==> config.mk <==
export PLATFORM = sky130hd
export DESIGN_NAME = frv_mdu_ctrl
export DESIGN_NICKNAME = d
export VERILOG_FILES = /design/src/rtl/frv_mdu_pkg.sv /design/src/rtl/frv_mdu_rcache.sv /design/src/rtl/frv_mdu_ctrl.sv
export SDC_FILE = /design/constraint.sdc
export NUM_CORES = 1
export LEC_CHECK = 0
export ABC_AREA = 1
export ABC_CLOCK_PERIOD_IN_PS = 3100
export CAP_MARGIN = 20
export CORE_MARGIN = 5
export CORE_UTILIZATION = 35
export DETAILED_ROUTE_END_ITERATION = 7
export SLEW_MARGIN = 25
export SYNTH_ARGS = -nofsm -noshare
export SYNTH_HDL_FRONTEND = slang
export SYNTH_SLANG_ARGS = --single-unit
==> constraint.sdc <==
create_clock -name g_clk -period 3.1 [get_ports g_clk]
set_input_delay 0.62 -clock g_clk [delete_from_list [all_inputs] [get_ports g_clk]]
set_output_delay 0.62 -clock g_clk [all_outputs]
set_load 0.05 [all_outputs]
==> src/rtl/frv_mdu_pkg.sv <==
// Shared definitions for the MDU sequencer: opcodes, state encoding and op decode.
package frv_mdu_pkg;

  localparam int unsigned OP_W     = 3;
  localparam int unsigned ONEHOT_W = 8;

  localparam logic [OP_W-1:0] MDU_MUL    = 3'd0;
  localparam logic [OP_W-1:0] MDU_MULH   = 3'd1;
  localparam logic [OP_W-1:0] MDU_MULHSU = 3'd2;
  localparam logic [OP_W-1:0] MDU_MULHU  = 3'd3;
  localparam logic [OP_W-1:0] MDU_DIV    = 3'd4;
  localparam logic [OP_W-1:0] MDU_DIVU   = 3'd5;
  localparam logic [OP_W-1:0] MDU_REM    = 3'd6;
  localparam logic [OP_W-1:0] MDU_REMU   = 3'd7;

  typedef enum logic [1:0] {
    ST_IDLE = 2'd0,
    ST_RUN  = 2'd1,
    ST_RESP = 2'd2
  } mdu_state_e;

  // funct3 opcode to the MDU's one-hot op lines
  function automatic logic [ONEHOT_W-1:0] op_onehot(input logic [OP_W-1:0] op);
    logic [ONEHOT_W-1:0] oh;
    oh = '0;
    case (op)
      MDU_MUL:    oh = 8'h01;
      MDU_MULH:   oh = 8'h02;
      MDU_MULHSU: oh = 8'h04;
      MDU_MULHU:  oh = 8'h08;
      MDU_DIV:    oh = 8'h10;
      MDU_DIVU:   oh = 8'h20;
      MDU_REM:    oh = 8'h40;
      MDU_REMU:   oh = 8'h80;
      default:    oh = '0;
    endcase
    return oh;
  endfunction

endpackage

==> src/rtl/frv_mdu_rcache.sv <==
// Single-entry result cache keyed on {op, rs1, rs2}; collapses to a constant miss when disabled.
module frv_mdu_rcache
  import frv_mdu_pkg::*;
#(
  parameter int unsigned XLEN     = 32,
  parameter bit          CACHE_EN = 1'b1
) (
  input  logic            g_clk,
  input  logic            g_resetn,
  input  logic            wr_en,
  input  logic [OP_W-1:0] wr_op,
  input  logic [XLEN-1:0] wr_rs1,
  input  logic [XLEN-1:0] wr_rs2,
  input  logic [XLEN-1:0] wr_data,
  input  logic [OP_W-1:0] lk_op,
  input  logic [XLEN-1:0] lk_rs1,
  input  logic [XLEN-1:0] lk_rs2,
  output logic            hit,
  output logic [XLEN-1:0] rd_data
);

  localparam int unsigned TAG_W = OP_W + 2 * XLEN;

  generate
    if (CACHE_EN) begin : g_cache
      logic             valid_q;
      logic [TAG_W-1:0] tag_q;
      logic [XLEN-1:0]  data_q;

      always_ff @(posedge g_clk) begin
        if (!g_resetn) begin
          valid_q <= 1'b0;
          tag_q   <= '0;
          data_q  <= '0;
        end else if (wr_en) begin
          valid_q <= 1'b1;
          tag_q   <= {wr_op, wr_rs1, wr_rs2};
          data_q  <= wr_data;
        end
      end

      assign hit     = valid_q && (tag_q == {lk_op, lk_rs1, lk_rs2});
      assign rd_data = data_q;
    end else begin : g_none
      assign hit     = 1'b0;
      assign rd_data = '0;
    end
  endgenerate

endmodule

==> src/rtl/frv_mdu_ctrl.sv <==
// Execute-stage sequencer for frv_mdu: request/response handshakes, MDU drive,
// post-result flush pulse and an optional repeat-result cache.
module frv_mdu_ctrl
  import frv_mdu_pkg::*;
#(
  parameter int unsigned XLEN     = 32,
  parameter bit          CACHE_EN = 1'b1
) (
  input  logic                g_clk,
  input  logic                g_resetn,
  output logic                g_clk_req,
  input  logic                flush,
  input  logic                req_valid,
  output logic                req_ready,
  input  logic [OP_W-1:0]     req_op,
  input  logic [XLEN-1:0]     req_rs1,
  input  logic [XLEN-1:0]     req_rs2,
  output logic                rsp_valid,
  input  logic                rsp_ready,
  output logic [XLEN-1:0]     rsp_rd,
  output logic                mdu_valid,
  output logic                mdu_flush,
  output logic [ONEHOT_W-1:0] mdu_op,
  output logic [XLEN-1:0]     mdu_rs1,
  output logic [XLEN-1:0]     mdu_rs2,
  input  logic                mdu_ready,
  input  logic [XLEN-1:0]     mdu_rd
);

  mdu_state_e          state_q, state_d;
  logic [OP_W-1:0]     op_q, op_d;
  logic [XLEN-1:0]     rs1_d, rs2_d, rsp_rd_d;
  logic                rsp_valid_d, mdu_valid_d;
  logic [ONEHOT_W-1:0] mdu_op_d;
  logic                hit_flag_q, hit_flag_d;
  logic                resp_first_q, resp_first_d;
  logic                cache_hit, cache_wr;
  logic [XLEN-1:0]     cache_data;

  frv_mdu_rcache #(
    .XLEN     (XLEN),
    .CACHE_EN (CACHE_EN)
  ) u_rcache (
    .g_clk    (g_clk),
    .g_resetn (g_resetn),
    .wr_en    (cache_wr),
    .wr_op    (op_q),
    .wr_rs1   (mdu_rs1),
    .wr_rs2   (mdu_rs2),
    .wr_data  (mdu_rd),
    .lk_op    (req_op),
    .lk_rs1   (req_rs1),
    .lk_rs2   (req_rs2),
    .hit      (cache_hit),
    .rd_data  (cache_data)
  );

  // Next state; flush overrides everything and discards any result in flight
  always_comb begin
    state_d      = state_q;
    op_d         = op_q;
    rs1_d        = mdu_rs1;
    rs2_d        = mdu_rs2;
    rsp_rd_d     = rsp_rd;
    hit_flag_d   = hit_flag_q;
    resp_first_d = 1'b0;
    cache_wr     = 1'b0;

    if (flush) begin
      state_d    = ST_IDLE;
      hit_flag_d = 1'b0;
    end else begin
      case (state_q)
        ST_IDLE: begin
          if (req_valid) begin
            op_d  = req_op;
            rs1_d = req_rs1;
            rs2_d = req_rs2;
            if (cache_hit) begin
              rsp_rd_d   = cache_data;
              hit_flag_d = 1'b1;
              state_d    = ST_RESP;
            end else begin
              hit_flag_d = 1'b0;
              state_d    = ST_RUN;
            end
          end
        end
        ST_RUN: begin
          if (mdu_ready) begin
            rsp_rd_d     = mdu_rd;
            cache_wr     = 1'b1;
            resp_first_d = 1'b1;
            state_d      = ST_RESP;
          end
        end
        ST_RESP: begin
          if (rsp_ready) begin
            state_d    = ST_IDLE;
            hit_flag_d = 1'b0;
          end
        end
        default: state_d = ST_IDLE;
      endcase
    end

    rsp_valid_d = (state_d == ST_RESP);
    mdu_valid_d = (state_d == ST_RUN);
    mdu_op_d    = (state_d == ST_RUN) ? op_onehot(op_d) : '0;
  end

  always_ff @(posedge g_clk) begin
    if (!g_resetn) begin
      state_q      <= ST_IDLE;
      op_q         <= '0;
      mdu_rs1      <= '0;
      mdu_rs2      <= '0;
      rsp_rd       <= '0;
      rsp_valid    <= 1'b0;
      mdu_valid    <= 1'b0;
      mdu_op       <= '0;
      hit_flag_q   <= 1'b0;
      resp_first_q <= 1'b0;
    end else begin
      state_q      <= state_d;
      op_q         <= op_d;
      mdu_rs1      <= rs1_d;
      mdu_rs2      <= rs2_d;
      rsp_rd       <= rsp_rd_d;
      rsp_valid    <= rsp_valid_d;
      mdu_valid    <= mdu_valid_d;
      mdu_op       <= mdu_op_d;
      hit_flag_q   <= hit_flag_d;
      resp_first_q <= resp_first_d;
    end
  end

  // MDU done is sticky, so clear it once per computed result and whenever we abandon or reset
  assign mdu_flush = !g_resetn || flush ||
                     ((state_q == ST_RESP) && resp_first_q && !hit_flag_q);
  assign req_ready = (state_q == ST_IDLE) && !flush;
  assign g_clk_req = (state_q != ST_IDLE) || req_valid || flush;

endmodule

# [Yosys cells after proc, flatten, opt, wreduce, memory -nomap -nowiden]
# Memory sizes are Yosys's and may differ from the RTL's. A register that Yosys moved wholly into a read port is not among the register bits.
# Index checks and enable logic that the tools add are counted.
[word_totals] register_bits=205 latchBits=0 mem_bits_rw=0 romBits=64 out_inout_bits=109 mem_count=1
[classes] add_sub_neg=0 n_mul=0 n_div=0 n_lt_le_gt_ge=0 n_eq_ne=9 n_shift=0 mux=20 bitwise_logic=2 reduce_logical=21
[memory_table] memory="(name not given)" words=8 width=8 rd=1 rd_ports_with_merged_regs=1 write_ports=0 line_no="frv_mdu_pkg.sv:26" rtl="case (op)"
[op_table] operator="32-bit 2-to-1 mux" n=3
[op_table] operator="67-bit == test" n=1
[op_table] operator="32-bit case mux with 2 select lines" n=1
[op_table] operator="2-bit 2-to-1 mux" n=5
[op_table] operator="3-bit 2-to-1 mux" n=3
[op_table] operator="2-bit inequality test (second input constant)" n=4
[op_table] operator="1-bit 2-to-1 mux" n=6
[op_table] operator="2-bit case mux with 3 select lines" n=1
[op_table] operator="3-bit AND reduction" n=2
[op_table] operator="2-bit nonzero test" n=3
[op_table] operator="5-bit AND reduction" n=1
[op_table] operator="2-bit by 1-bit == test with 1-bit output (second input constant)" n=2
[op_table] operator="2-bit == test (second input constant)" n=2
[op_table] operator="1-bit logical AND" n=4
[op_table] operator="1-bit zero test" n=4
[op_table] operator="1-bit logical OR" n=4
[op_table] operator="2-bit zero test" n=1
[op_table] operator="1-bit inverter" n=2
[op_table] operator="1-bit case mux with 2 select lines" n=1
[op_table] operator="2-bit AND reduction" n=1
[op_table] operator="2-bit OR reduction" n=1

# [Longest topological paths before layout]
# Gate-level depths: netlist of run 1.
[depth] ltp_word=9 mapped_depth=15 mapped_depth_nobuf=14

# [Modules after synthesis]
# Synthesis of run 1 repeated with hierarchy kept, for this count alone.
[unflattened] cells_unflattened=1344 hier_area_um2=9217.6
[by_module_without_submodules] mod="frv_mdu_ctrl" instances=1 cells_per_inst=681 area_each_um2=4700.8 seq_area_each_um2=2262.2
[by_module_without_submodules] mod="frv_mdu_rcache" instances=1 cells_per_inst=663 area_each_um2=4516.8 seq_area_each_um2=2001.9

# [Worst setup path before layout of run 1]
# No wires, ideal clock.
[synth_timing] path_type="input -> output" startpoint="in g_resetn" endpoint="out mdu_flush" arrival_ps=1731 t_required_ps=2480 slack_ps=749 stages=4 path_cell_list="clkbuf_1 -> clkinv_1 -> nor2_1 -> o21ai_0"
[synth_via] elab_chain_len=3
[synth_lines] item="start, declared" line_no="frv_mdu_ctrl.sv:10" rtl="input logic g_resetn,"
[synth_lines] item="1-bit zero test" line_no="frv_mdu_ctrl.sv:139" rtl="assign mdu_flush = !g_resetn || flush ||"
[synth_lines] item="1-bit logical OR (2 in a row)" line_no="frv_mdu_ctrl.sv:139"
[synth_lines] item="end, declared" line_no="frv_mdu_ctrl.sv:22" rtl="output logic mdu_flush,"
# Every way passes these cells.

# [Final worst setup path of run 1]
[layout_timing] startpoint="in flush" endpoint="out mdu_flush"
[layout_via] elab_chain_len=2
[layout_lines] item="start, declared" line_no="frv_mdu_ctrl.sv:12" rtl="input logic flush,"
[layout_lines] item="1-bit logical OR (2 in a row)" line_no="frv_mdu_ctrl.sv:139"
# Every way passes these cells.

==> results.md, run 1 <==
* Post_cts resized at 0
* Ys async rst share at 0
* Final Setup Violations at 0
* Setup total negative slack at 0 ns
* Fmax at 421 MHz
* Syn Inst Count at ~1,300
* CP Data Arrival Time at around 1.8 ns
* Area contributors post-synth: dfxtp_1, o21ai_0, nor2_1
* CP Launch Type: input pin
* Setup Fix Bufs, Post-CTS at 0
* Yosys warns at 0
* Root Driver: clkbuf_16
* Proportion of netlist area held by the largest area contributor at 0.480
* Min cycle time layout at between 2 and 2.5 ns
* Initial Util at 0.354
* CTS Buf Count at 24
* Pwr Density at 558 nW/um2
* Routability cong. at 0.824
* Post-Route WL at approximately 26 mm
* Diode count at 0
* Cell taking the most area after synthesis: dfxtp_1
* DRC Markers at 0
* Initial antenna violation count at 1
* Die extent in x at about 170 um
* Max VDD drop at ~0.00032 V
* Synthesized cell area at 8880 um2
* # port buffers at 213
* Max-cap violations at 0
* Final max-slew violation count at 0
* Worst Tran Pin Value at 0.795 ns
* Post-synth EDFFs at 0
* Wire length per cell after detailed routing at between 10 and 15 um
* Core area at approximately 25,000 um2
* Critical path's slowest cell: clkdlybuf4s50_1
* Pin count of the biggest net entering global routing at between 150 and 200
* Worst path cell trace: clkdlybuf4s50_1 > nor2_1 > o21ai_0 > buf_4
* Layout net count at 1,548
* Syn avg cell area at 7.03 um2
* Total power at 6.70 mW
* Antenna viol nets, final at 0
* Critical Path Max Stage Delay at between 0.6 and 0.7 ns
* Die area at 28,700 um2
* Routed vias at roughly 8,300
* Worst-path fanout max at 5
* Worst Skew at slightly below 0.008 ns
* Via density at 4.63
* Share of cells above drive strength 1 at 0.0536
* Synth Net Count at 1,368
* Grt total ovfl at 0
* Relative slew slack at 0.470
* Vias in the first global route at 7,767
* Worst skew pair latency at 0.51 ns
* Worst-case clock buffer depth at 3
* Initial DRC Count at 656
* Capturing element type of the critical path: output pin
* Type of the worst setup path: input pin to output pin
* TritonCTS clock tree: done
* Sequential-to-total area share from yosys stat at 0.480
* Final hold violation count at 0
* Filler Cell Count at ~2,500
* Final worst-path cycle share at 0.766
* RSZ-0062 raised after global routing: no
* Clock-pin slew of the registers on the worst-case setup and hold paths at ~0.06 ns
* Clock sinks at 213
* Seq cells post-synth at 213
* Area Growth Syn to Fin at 35.2%
* Hold buffers post-CTS at 0
* First-pass GRT wire length at 42.0 mm
* Distinct cells, synth at 32
* Site row count at 58
* Drt pass-1 iters at 4
* Total GRT Usage at 0.178
* Post-synth top flop: dfxtp_1
* P_leak at 5.06 nW
* Worst min path class: register to register
* Status: completed
* Max H-tree Level at 1
* Worst EP required at roughly 2.5 ns
* Hpwl dp at 18.1 mm
* Die height at 169 um
* I/O pin count at 214
-- worst max-delay path: cells and delay by family --
| kind | cells | cell delay [ns] |
|---|---|---|
| buffers and inverters | 2 | 0.91 |
| AOI/OAI and AO/OA | 1 | 0.10 |
| and+or+nand+nor | 1 | 0.12 |
-- flip-flops by register name, indices dropped and copies added, names as in the netlist --
| signal | count |
|---|---|
| state_q | 2 |
| u_rcache.rd_data | 32 |
| u_rcache.g_cache.tag_q | 67 |
| resp_first_q | 1 |
| rsp_valid | 1 |
| mdu_rs2 | 32 |
| u_rcache.g_cache.valid_q | 1 |
| op_q | 3 |
| mdu_rs1 | 32 |
| mdu_valid | 1 |
| hit_flag_q | 1 |
| rsp_rd | 32 |
| mdu_op | 8 |
-- cell type report --
| class | count | area (um2) | share of cell area |
|---|---|---|---|
| clock buffer | 34 | 709 | 0.0591 |
| clock inverter | 4 | 47.5 | 0.00396 |
| inverter | 133 | 503 | 0.0419 |
| multi-input combinational | 845 | 3820 | 0.318 |
| sequential | 213 | 4260 | 0.355 |
| tap | 330 | 413 | 0.0344 |
| timing repair buffer | 226 | 2260 | 0.188 |
-- path summary, 6_finish.rpt --
kind | startpoint | slack [ns] | cells after the start | to
setup reg to reg | u_rcache.g_cache.tag_q[8] | 1.09 | 11 | rsp_rd[12]
hold reg to reg | u_rcache.rd_data[25] | 0.45 | 2 | u_rcache.rd_data[25]
setup / recovery | flush | 0.73 | 4 | mdu_flush
hold / removal | u_rcache.rd_data[25] | 0.45 | 2 | u_rcache.rd_data[25]
-- cell families (layout without fill, tap and decap cells) --
logic type,count (synthesis),in the layout,share of synthesized area
DFF,213,213,0.480
muxes,6,6,0.00718
xor gates and xnor gates,17,17,0.0168
and+or+nand+nor,495,495,0.216
buffers and inverters,205,397,0.0916
AOI/OAI and AO/OA,327,327,0.188
-- layout by cell type, fill, tap and decap left out, drive strengths merged --
| master | netlist | routed |
|---|---|---|
| nor3 | 1 | 1 |
| inv | 132 | 131 |
| nor2 | 249 | 249 |
| clkinv | 1 | 4 |
| nand2 | 220 | 220 |
| nand4 | 2 | 2 |
| o21ai | 209 | 209 |
| clkinvlp | 0 | 1 |
| buf | 23 | 17 |
| clkdlybuf4s50 | 0 | 209 |
| nand3 | 18 | 18 |
| xnor2 | 16 | 16 |
| bufinv | 0 | 1 |
| dfxtp | 213 | 213 |
| xor2 | 1 | 1 |
| clkbuf | 49 | 34 |
| mux2i | 3 | 3 |
| o21a | 1 | 1 |
| a21oi | 115 | 115 |
| or2 | 5 | 5 |
| a2111oi | 1 | 1 |
| a311oi | 1 | 1 |
| mux2 | 3 | 3 |
-- metrics by stage --
step	cell area, um2	setup slack, ns	util	hold slack, ns	std cells
floorplan	8880	0.749	-	0.425	1263
global placement	11300	0.299	0.448	0.435	1747
detailed placement	11300	0.248	0.448	0.442	1747
CTS	12000	0.709	0.478	0.451	1785
global route	12000	0.551	0.478	0.473	1785
finish	12000	0.727	0.478	0.446	1785
-- synthesized netlist by cell type (2+ instances only) --
cell,n
dfxtp_1,213
mux2_2,3
nand3_1,18
buf_2,19
o21ai_1,9
o21ai_0,199
inv_1,120
clkbuf_1,48
nand4_1,2
mux2i_1,3
or2_2,4
xnor2_1,16
inv_2,12
nand2_1,217
nor2_1,247
buf_6,2
a21oi_1,115
nand2_2,2
-- per-layer routing --
| layer | up-vias | GRT usage | wire length [um] |
|---|---|---|---|
| met2 | 192 | 0.272 | 11500 |
| met3 | 28 | 0.0478 | 1850 |
| met5 | - | 0 | 13 |
| li1 | 4350 | - | - |
| met4 | 2 | 0.0333 | 362 |
| met1 | 3697 | 0.257 | 12500 |
-- power by group --
part	internal, mW	leakage, nW	switching [mW]	total, mW
registers	2.85	1.73	0.0681	2.92
logic	0.380	2.96	0.638	1.02
clock network	1.66	0.371	1.11	2.77
total	4.88	5.06	1.82	6.70
No activity file was read; power rests on OpenSTA's default activity.
==> run 2: changes to the inputs <==
ABC_CLOCK_PERIOD_IN_PS = 2100   (was 3100)
clock period = 2.1 ns   (was 3.1 ns; I/O delays follow)
==> results.md, run 2 (synthesis results as in run 1) <==
* Status: completed
* Worst Tran Pin Value at 0.556 ns (-0.239 ns)
* CP Data Arrival Time at 1.64 ns (-0.11 ns)
* Reg2reg path depth at 14 (+3)
* Reg-to-Reg End: rsp_rd[29]
* TritonCTS clock tree: done
* Pin count of the biggest net entering global routing at 65 (-67%)
* Setup Fix Bufs, Post-CTS at 0 (unchanged)
* Diode count at 0 (unchanged)
* Core area at 25,100 um2 (unchanged)
* Type of the worst setup path: register to output pin
* Share of cells above drive strength 1 at 0.0978 (+0.0442)
* Most flop-heavy register: u_rcache.g_cache.tag_q
* RSZ-0062 raised after global routing: yes
* Die area at 28,700 um2 (unchanged)
* Hpwl dp at 18.2 mm (+0.64%)
* Site row count at 58 (unchanged)
* Clock-pin slew of the registers on the worst-case setup and hold paths at 0.06 ns (about the same)
* Max-cap violations at 0 (unchanged)
* Relative slew slack at 0.631 (+0.161)
* Total GRT Usage at 0.174 (-0.00394)
* Fin area at 12,500 um2 (+4.3%)
* Worst-path fanout max at 2 (-3)
* Worst path buffer plus inverter count at 1 (-1)
* Via density at 4.60 (-0.72%)
* Internal power at 7.30 mW (+49%)
* Wire length per cell after detailed routing at 14.3 um (-2.3%)
* Root Driver: clkbuf_16
* Switch Pwr at 2.70 mW (+49%)
* Final hold violation count at 0 (unchanged)
* Initial antenna violation count at 1 (unchanged)
* Commonest cells after routing, fill and taps aside: nor2_1, nand2_1, dfxtp_1
* Pwr Density at 799 nW/um2 (+43%)
* Most common cell after layout, fill and taps aside: nor2_1
* # port buffers at 213 (unchanged)
* DRC Markers at 0 (unchanged)
* Largest delay share family, worst path: buffers and inverters
* Final Setup Violations at 0 (unchanged)
* Worst min path class: input pin to register
* Switch share at 0.270 (-0.00125)
* Worst path cell trace: clkdlybuf4s50_1
* Worst r2r src: u_rcache.g_cache.tag_q[54]
* Layout net count at 1,592 (+2.8%)
* Initial Util at 0.354 (unchanged)
* First-pass GRT wire length at 41.4 mm (-1.4%)
* Capturing element type of the critical path: output pin
* Area Growth Syn to Fin at 41.0%
* Critical path's slowest cell: clkdlybuf4s50_1
* Final max-slew violation count at 0 (unchanged)
* Hold path cells at 3 (+1)
* Sequential power share at 0.430 (-0.005)
* Worst skew pair latency at 0.50 ns (about the same)
* Max reg flops at 67 (unchanged)
* Fmax at between 400 and 500 MHz
* Total power at 10.0 mW (+49%)
* Max VDD drop at 0.000419 V (+30%)
* Clock power frac at 0.414 (about the same)
* Vias in the first global route at 7,814 (+0.61%)
* CP Launch Type: register
* Worst Skew at 0.0123 ns (+0.00456 ns)
* P_leak at 5.83 nW (+15%)
* Initial DRC Count at 609 (-7.2%)
* Routability cong. at 0.806 (-2.2%)
* Die height at 169 um (unchanged)
* WHS Endpoint: mdu_rs1[18]
* Worst EP required at 1.68 ns (-0.80 ns)
* Clock sinks at 213 (unchanged)
* DP Area at 11,700 um2 (+4.1%)
* Antenna viol nets, final at 0 (unchanged)
* Grt total ovfl at 0 (unchanged)
* FF-to-FF setup slack at 0.23 ns (-0.86 ns)
* I/O pin count at 214 (unchanged)
* Logic gate share of total power at 0.156 (+0.004)
* Worst-case clock buffer depth at 3 (unchanged)
* Critical Path Max Stage Delay at 0.81 ns (+0.13 ns)
* Final worst-path cycle share at 0.981
* Min cycle time layout at 2.06 ns
* Max H-tree Level at 1 (unchanged)
* Worst Hold Launch: g_resetn
* Routed vias at 8,430 (+1.9%)
* Post-Route WL at 26.3 mm (+0.29%)
* Die extent in x at 169 um (unchanged)
* Hold WS at 0.253 ns (-0.193 ns)
* Drt pass-1 iters at 5 (+1)
* CTS Buf Count at 24 (unchanged)
run 2: worst max path at each step:
| stage | start | endpoint | cells past startpoint |
|---|---|---|---|
| after floorplan | state_q[1] | mdu_flush | 2 |
| after global placement | req_rs1[18] | rsp_rd[16] | 15 |
| after detailed placement | req_rs1[22] | rsp_rd[29] | 15 |
| after CTS | rsp_rd[18] | rsp_rd[18] | 1 |
| after global routing | req_rs1[22] | rsp_rd[1] | 15 |
| final | rsp_rd[18] | rsp_rd[18] | 1 |
run 2: power by group through the flow:
stage	logic [mW]	clock network, mW	registers [mW]
CTS	1.56	4.27	4.30
global route	1.69	4.41	4.32
detailed placement	1.61	0	4.39
floorplan	0.522	0	4.75
finish	1.56	4.14	4.30
global placement	1.60	0	4.39
run 2: routing by layer:
metal | global-route usage | up-vias | share of wire
li1 | - | 4437 | -
met1 | 0.249 | 3776 | 0.48
met5 | 0 | - | 0.00049
met2 | 0.273 | 196 | 0.44
met3 | 0.0419 | 19 | 0.070
met4 | 0.0298 | 2 | 0.0097
run 2: through the flow:
stage                util  setup TNS, ns  cells  setup slack [ns]
global placement    0.467         -13.63   1790            -0.367
detailed placement  0.467         -13.08   1790            -0.373
CTS                 0.495              0   1832          0.000864
floorplan               -              0   1263            0.0539
finish              0.499              0   1833            0.0407
global route        0.499        -0.0420   1833           -0.0119
run 2: layout make-up:
cell class	count	area, um2
Clock inverter	5	27.5
Inverter	133	503
Sequential cell	213	4260
Timing Repair Buffer	270	2680
Multi-Input combinational cell	845	3860
Tap cell	330	413
Fill cell	2472	12600
Clock buffer	37	771
run 2: timing repair:
action,CTS,global route
hold buffers,0,0
gates cloned,0,1
pin swaps,0,6
setup endpoints to repair,69,50
resized for setup,70,21
==> run 3: changes to the inputs <==
PLACE_DENSITY = 0.7   (was unset)
SKIP_CTS_REPAIR_TIMING = 1   (was unset)
==> results.md, run 3 (synthesis results as in run 1) <==
* Status: completed
* CP Data Arrival Time at 1.63 ns (about the same)
* Worst-path fanout max at 2 (unchanged)
* TritonCTS clock tree: done
* Share of cells above drive strength 1 at 0.0970 (-0.000794)
* CTS Buf Count at 24 (unchanged)
* Grt total ovfl at 0 (unchanged)
* Die extent in x at 169 um (unchanged)
* Fmax at 489 MHz (+0.64%)
* Worst EP required at 1.68 ns (about the same)
* Clock power frac at 0.401 (-0.013)
* DRC Markers at 0 (unchanged)
* Worst path buffer plus inverter count at 1 (unchanged)
* Post-Route WL at 27.5 mm (+4.5%)
* Max reg flops at 67 (unchanged)
* Commonest cells after routing, fill and taps aside: nor2_1, nand2_1, dfxtp_1
* Critical Path Max Stage Delay at 0.80 ns (about the same)
* Antenna viol nets, final at 0 (unchanged)
* Routability cong. at 0.833 (+3.4%)
* Logic gate share of total power at 0.164 (+0.008)
* Relative slew slack at 0.605 (-0.0258)
* # port buffers at 213 (unchanged)
* Clock sinks at 213 (unchanged)
* Worst skew pair latency at 0.51 ns (about the same)
* Worst min path class: input pin to register
* Worst r2r src: u_rcache.g_cache.tag_q[56]
* Max-cap violations at 0 (unchanged)
* Worst Tran Pin Value at 0.592 ns (+0.0356 ns)
* Total power at 9.90 mW (-1.0%)
* P_leak at 6.80 nW (+17%)
* Switch Pwr at 2.72 mW (+0.80%)
* Pin count of the biggest net entering global routing at 159 (+140%)
* Capturing element type of the critical path: output pin
* Hpwl dp at 18.6 mm (+2.5%)
* Area Growth Syn to Fin at 44.0%
* Min cycle time layout at 2.05 ns (-0.0130 ns)
* Initial DRC Count at 597 (-2.0%)
* Vias in the first global route at 7,973 (+2.0%)
* Site row count at 58 (unchanged)
* WHS Endpoint: hit_flag_q
* Crit path launch: rsp_rd[29]
* Type of the worst setup path: register to output pin
* Filler Cell Count at 2,412 (-2.4%)
* Layout net count at 1,596 (+0.25%)
* Pwr Density at 774 nW/um2 (-3.0%)
* Die height at 169 um (unchanged)
* First-pass GRT wire length at 41.6 mm (+0.42%)
* Max VDD drop at 0.000457 V (+9.1%)
* Sequential power share at 0.435 (+0.005)
* Drt pass-1 iters at 5 (unchanged)
* DP Area at 11,700 um2 (-0.38%)
* Fin area at 12,800 um2 (+2.1%)
* Die area at 28,700 um2 (unchanged)
* FF-to-FF setup slack at 0.13 ns (-0.10 ns)
* Routed vias at 8,682 (+3.0%)
* Hold path cells at 4 (+1)
* Worst Hold Launch: g_resetn
* Worst-case clock buffer depth at 3 (unchanged)
* Final Setup Violations at 0 (unchanged)
* Final max-slew violation count at 0 (unchanged)
* I/O pin count at 214 (unchanged)
* Final hold violation count at 0 (unchanged)
* Internal power at 7.18 mW (-1.7%)
* Most flop-heavy register: u_rcache.g_cache.tag_q
* Root Driver: clkbuf_16
* Switch share at 0.275 (+0.00490)
* Largest delay share family, worst path: buffers and inverters
* Critical path's slowest cell: clkdlybuf4s50_1
* Initial antenna violation count at 1 (unchanged)
* Worst path cell trace: clkdlybuf4s50_1
* Total GRT Usage at 0.177 (+0.00292)
* Placed Instances at 1,790 (unchanged)
* Final worst-path cycle share at 0.974 (-0.00619)
* Core area at 25,100 um2 (unchanged)
* Initial Util at 0.354 (unchanged)
* Max H-tree Level at 1 (unchanged)
* Hold WS at 0.297 ns (+0.0448 ns)
* CP Launch Type: register
* Reg2reg path depth at 14 (unchanged)
* Most common cell after layout, fill and taps aside: nor2_1
* Clock-pin slew of the registers on the worst-case setup and hold paths at 0.06 ns (about the same)
* Reg-to-Reg End: rsp_rd[26]
* Setup ws final at 0.0537 ns (+0.0130 ns)
* Wire length per cell after detailed routing at 15.0 um (+4.3%)
* DP Worst Slack at -0.537 ns (-0.163 ns)
* Worst Skew at 0.0100 ns (-0.00221 ns)
* Final Non-Filler Cells at 1,836 (+0.16%)
* Via density at 4.73 (+2.8%)
-- run 3: cell types whose count changed in the layout (fill, tap and decap cells not counted), moves of 3 or more --
cell,before,now
clkdlybuf4s50_1,121,114
clkbuf_8,10,5
dlymetal6s2s_1,10,87
dlygate4sd2_1,68,0
clkbuf_1,2,6
buf_12,16,13
nor2_1,241,238
nor2_2,4,8
-- run 3: how the worst max path moves through the flow --
stage	end	depth (start not counted)
finish	rsp_rd[29]	1
global route	rsp_rd[28]	16
CTS	mdu_rs2[2]	1
detailed placement	rsp_rd[10]	11
global placement	rsp_rd[31]	15
floorplan	mdu_flush	2
-- run 3: cell type report --
type                            instances  area (um2)  area share
Clock buffer                           36         717      0.0561
Antenna cell                            1        2.50    0.000196
Inverter                              133         503      0.0393
Tap cell                              330         413      0.0323
Sequential cell                       213        4270       0.334
Clock inverter                          4        20.0     0.00157
Multi-Input combinational cell        847        3900       0.305
Timing Repair Buffer                  272        2960       0.232
-- run 3: power by group through the flow --
| stage | registers [mW] | clock network, mW | logic (mW) |
|---|---|---|---|
| floorplan | 4.75 | 0 | 0.522 |
| global placement | 4.39 | 0 | 1.58 |
| detailed placement | 4.39 | 0 | 1.60 |
| CTS | 4.31 | 4.06 | 1.61 |
| global route | 4.33 | 4.23 | 1.75 |
| finish | 4.31 | 3.97 | 1.62 |
-- run 3: per-layer routing --
metal	global-route usage	wire, um	vias to the layer above
met5	0	0	-
met4	0.0557	878	0
met3	0.0354	1830	54
met2	0.291	12400	251
met1	0.236	12400	3927
li1	-	-	4450
-- run 3: stage by stage --
stage / util / TNS, ns
3_5_place_dp: 0.465 / -20.84
6_report: 0.509 / 0
2_1_floorplan: - / 0
3_3_place_gp: 0.465 / -19.30
5_1_grt: 0.509 / -0.253
4_1_cts: 0.494 / -2.20
